### src/rtl/instr_fetch_unit.sv
// instr_fetch_unit
// ----------------
// Fetch stage: owns the program counter, drives the combinational
// instruction memory address, and captures each returned word together
// with its PC into a 2-entry skid buffer that feeds decode.
//
// Optional feature macro: FETCH_MISALIGN_TRAP_EN
//   defined   : a redirect with redirect_pc[1:0] != 0 loads the PC as given
//               and raises trap. Fetch stops until the next aligned redirect
//               or reset. The buffer still drains.
//   undefined : redirect_pc[1:0] is forced to 0 on load, and trap is tied low.
//
// Ports:
//   clk            core clock, rising edge
//   rst            asynchronous, active-low reset
//   imem_addr      instruction memory byte address (= PC register)
//   imem_rdata     instruction word for imem_addr, same cycle
//   redirect_valid load redirect_pc into the PC and flush the buffer
//   redirect_pc    redirect target byte address
//   out_valid      buffer head holds an instruction
//   out_ready      decode accepts the head this cycle
//   out_instr      head instruction (0 when empty)
//   out_pc         head PC (0 when empty)
//   out_pc_plus4   head PC + 4 (0 when empty)
//   trap           misaligned-redirect trap flag
//
// Handshake: the head transfers on a rising edge where out_valid and
// out_ready are both high. out_valid depends only on registered state and
// never on out_ready. A redirect in the same cycle discards that transfer.

module instr_fetch_unit #(
  parameter logic [31:0] RESET_PC = 32'h0000_0000
) (
  input  logic        clk,
  input  logic        rst,
  output logic [31:0] imem_addr,
  input  logic [31:0] imem_rdata,
  input  logic        redirect_valid,
  input  logic [31:0] redirect_pc,
  output logic        out_valid,
  input  logic        out_ready,
  output logic [31:0] out_instr,
  output logic [31:0] out_pc,
  output logic [31:0] out_pc_plus4,
  output logic        trap
);

  logic [31:0] pc_q, pc_d;
  logic [31:0] buf_pc_q [2];
  logic [31:0] buf_pc_d [2];
  logic [31:0] buf_instr_q [2];
  logic [31:0] buf_instr_d [2];
  logic        rd_ptr_q, rd_ptr_d;
  logic        wr_ptr_q, wr_ptr_d;
  logic [1:0]  count_q, count_d;
  logic        pop, push;
  logic [31:0] redirect_target;

`ifdef FETCH_MISALIGN_TRAP_EN
  logic trap_q, trap_d;
  assign trap            = trap_q;
  assign redirect_target = redirect_pc;
`else
  assign trap            = 1'b0;
  // Low address bits are dropped so the PC is always word aligned.
  assign redirect_target = redirect_pc & 32'hFFFF_FFFC;
`endif

  assign imem_addr    = pc_q;
  assign out_valid    = (count_q != 2'd0);
  assign out_pc       = out_valid ? buf_pc_q[rd_ptr_q] : 32'h0;
  assign out_instr    = out_valid ? buf_instr_q[rd_ptr_q] : 32'h0;
  assign out_pc_plus4 = out_valid ? (buf_pc_q[rd_ptr_q] + 32'd4) : 32'h0;

  assign pop  = out_valid & out_ready;
  // A full buffer may still accept a word when the head leaves this cycle.
  assign push = ~redirect_valid & ~trap & ((count_q != 2'd2) | pop);

  always_comb begin
    pc_d        = pc_q;
    buf_pc_d    = buf_pc_q;
    buf_instr_d = buf_instr_q;
    rd_ptr_d    = rd_ptr_q;
    wr_ptr_d    = wr_ptr_q;
    count_d     = count_q;
`ifdef FETCH_MISALIGN_TRAP_EN
    trap_d      = trap_q;
`endif
    if (redirect_valid) begin
      // Flush wins over any concurrent pop; the buffer is emptied anyway.
      pc_d     = redirect_target;
      rd_ptr_d = 1'b0;
      wr_ptr_d = 1'b0;
      count_d  = 2'd0;
`ifdef FETCH_MISALIGN_TRAP_EN
      trap_d   = (redirect_pc[1:0] != 2'b00);
`endif
    end else begin
      if (push) begin
        buf_pc_d[wr_ptr_q]    = pc_q;
        buf_instr_d[wr_ptr_q] = imem_rdata;
        wr_ptr_d              = ~wr_ptr_q;
        pc_d                  = pc_q + 32'd4;  // wraps naturally at 2^32
      end
      if (pop) begin
        rd_ptr_d = ~rd_ptr_q;
      end
      count_d = count_q + {1'b0, push} - {1'b0, pop};
    end
  end

  always_ff @(posedge clk or negedge rst) begin
    if (!rst) begin
      pc_q           <= RESET_PC;
      buf_pc_q[0]    <= 32'h0;
      buf_pc_q[1]    <= 32'h0;
      buf_instr_q[0] <= 32'h0;
      buf_instr_q[1] <= 32'h0;
      rd_ptr_q       <= 1'b0;
      wr_ptr_q       <= 1'b0;
      count_q        <= 2'd0;
    end else begin
      pc_q        <= pc_d;
      buf_pc_q    <= buf_pc_d;
      buf_instr_q <= buf_instr_d;
      rd_ptr_q    <= rd_ptr_d;
      wr_ptr_q    <= wr_ptr_d;
      count_q     <= count_d;
    end
  end

`ifdef FETCH_MISALIGN_TRAP_EN
  always_ff @(posedge clk or negedge rst) begin
    if (!rst) begin
      trap_q <= 1'b0;
    end else begin
      trap_q <= trap_d;
    end
  end
`endif

endmodule

### config.mk
export PLATFORM = sky130hd
export DESIGN_NAME = instr_fetch_unit
export DESIGN_NICKNAME = d
export VERILOG_FILES = /design/src/rtl/instr_fetch_unit.sv
export SDC_FILE = /design/constraint.sdc
export NUM_CORES = 1
export LEC_CHECK = 0
export ABC_AREA = 1
export CAP_MARGIN = 20
export CORE_ASPECT_RATIO = 1.1
export CORE_UTILIZATION = 57
export CTS_BUF_LIST = sky130_fd_sc_hd__clkbuf_8
export CTS_CLUSTER_SIZE = 40
export DETAILED_ROUTE_END_ITERATION = 7
export PLACE_DENSITY = 0.89
export SLEW_MARGIN = 20
export SYNTH_ARGS = -nofsm -noshare
export SYNTH_HDL_FRONTEND = slang
export SYNTH_SLANG_ARGS = --single-unit
### constraint.sdc
create_clock -name clk -period 3.9 [get_ports clk]
set_input_delay 0.585 -clock clk [delete_from_list [all_inputs] [get_ports clk]]
set_output_delay 0.585 -clock clk [all_outputs]
set_load 0.1 [all_outputs]
==> flow_summary.json <==
{
  "cts_buffers": 17,
  "pre_cts_ws_ps": 814,
  "vias": 8664,
  "grt_pass1_wl_um": 37900,
  "cp_data_required_time_ps": 3310,
  "grt_max_degree": 110,
  "critPathMaxFanout": 37,
  "grt_overflow": 0,
  "dp_hpwl_um": 16500,
  "status": "finished, final reports clean",
  "endpoint_kind": "output pin",
  "postSynthCellCount": 1260,
  "cts_tree": "built",
  "diodes": 0,
  "ys_types": 41,
  "skew_ps": 15.5,
  "io_pins": 198,
  "vias_per_cell": 5.33,
  "avgSynthCellArea_um2": 7.19,
  "port_buffers": 188,
  "drc_errors": 0,
  "worst_slew_pin_slew_ps": 993,
  "setup_ws_ps": 279,
  "finalSetupViolCount": 0,
  "period_share": 0.928,
  "drv_slew": 0,
  "wl_per_cell_um": 14.2,
  "ys_top_cells_by_area": "dfrtp_1 44%, nand2_1 18%, o21ai_0 8.1%",
  "worstPathArrival_ps": 3040,
  "clockBufferDepth": 2,
  "syn_area_um2": 9060,
  "core_area_um2": 15300,
  "relSlewSlack": 0.336,
  "layout_common_cells": "429 x nand2_1, 157 x dfrtp_1, 146 x o21ai_0",
  "cap_violations": 0,
  "antenna_found_initial": 0,
  "drtAntennaViolNets": 0,
  "synth_edf_count": 0,
  "htreeDepth": 4,
  "cts_hold_buf": 0,
  "insertion_delay_ps": 460,
  "hold_viol": 0,
  "period_needed_ps": 3620,
  "dieArea_um2": 16400,
  "synth_seq_cells": 158,
  "hp-class": "in -> async",
  "fmax_mhz": 276,
  "place.gp.congestion": 0.922,
  "cts-root-buf": "clkbuf_8",
  "yosysSeqAreaShare": 0.436,
  "first_pass_iters": 6,
  "drt-initial-drc-count": 755,
  "ys.flop_type": "dfrtp_1",
  "path_clk_slew_ps": 90,
  "rsz0062_at_grt": "false",
  "drt_wl_total_um": 23100,
  "die_w_um": 122,
  "synth_top_area_frac": 0.436,
  "hold_ws_ps": 205,
  "ys_async_sr_fraction": 1.00,
  "mostFrequentLayoutCell": "nand2_1",
  "track_usage": 0.290,
  "start_util": 0.593,
  "yosysWarnings": 0,
  "cts_sinks": 158,
  "drive_above_1_share": 0.134,
  "post_cts_resized": 0,
  "netlist.top_cell.by_area": "dfrtp_1",
  "nets": 1490,
  "post-cts-setup-buffer-count": 0,
  "path_class": "reg -> out",
  "synthToLayoutAreaGrowth_pct": 23.7,
  "grt_pass1_vias": 7987,
  "rows": 47,
  "die_h_um": 134,
  "start_kind": "flip-flop"
}
flip-flops by register name (all words and copies together) (netlist names):
register,count
buf_instr_q,64
buf_pc_q,60
imem_addr,30
count_q,2
rd_ptr_q,1
wr_ptr_q,1
worst paths after layout:
check                                 from                to  slack, ps  depth (start not counted)
max                               rd_ptr_q  out_pc_plus4[31]        280                         12
min                                    rst      imem_addr[7]        200                          1
max reg2reg                     count_q[1]      buf_pc_q[50]       1400                          9
min reg2reg                buf_instr_q[27]   buf_instr_q[27]        490                          2
max in group asynchronous              rst   buf_instr_q[35]       2810                          2
min in group clk           buf_instr_q[27]   buf_instr_q[27]        490                          2
per-stage QoR:
| stage | util | setup TNS (ps) | instance area, um2 | cells |
|---|---|---|---|---|
| after detailed placement | 0.709 | 0 | 10800 | 1595 |
| after global placement | 0.709 | 0 | 10800 | 1595 |
| after CTS | 0.733 | 0 | 11200 | 1627 |
| after global routing | 0.733 | 0 | 11200 | 1627 |
| final | 0.733 | 0 | 11200 | 1627 |
| after floorplan | - | -5.63 | 9100 | 1266 |
worst max-delay path, cell delays in order (launching register included):
cell     delay [ps]
dfrtp_2         860
buf_4           400
nand2_1          80
nand2_1         180
nand2_1         110
nor2_1          130
nand2_1          80
nor2_1          160
nand2_1          70
nand2_1          60
nand2_1          60
nor2_1          170
buf_12          210
routing by layer:
| layer | global-route usage | part of all wire | up-vias |
|---|---|---|---|
| li1 | - | - | 4287 |
| met4 | 0.0820 | 0.017 | 0 |
| met3 | 0.0540 | 0.065 | 37 |
| met5 | 0 | 0 | - |
| met2 | 0.465 | 0.48 | 311 |
| met1 | 0.402 | 0.44 | 4029 |
Yosys cell counts (all sizes together), types with 10 or more instances:
library cell / number
inv: 146
buf: 35
clkbuf: 28
nand3: 56
dfrtp: 158
xor2: 14
nor3: 10
a21oi: 46
o21ai: 153
nand2: 453
nand4: 20
nor2: 107
cell type report:
cell class,instances,area [um2]
well taps,196,245
clock inverters,14,125
inverters,147,559
clock buffers,18,248
repair buffers,196,1910
fillers,1239,4080
flip-flops and latches,158,3960
multi-input cells,898,4170
logic make-up (layout without fill, tap and decap cells):
family	after synthesis	in the layout	synth area share
simple gates	653	653	0.306
compound gates	218	218	0.127
buf+inv	210	375	0.110
flops	158	158	0.436
xor+xnor	16	16	0.0155
fa+ha+maj	4	4	0.00552
other cells	1	7	0.000414
Power is left out: the tool's default activity adds up to more than one toggle a clock period on the data nets, which glitch-free logic cannot reach.
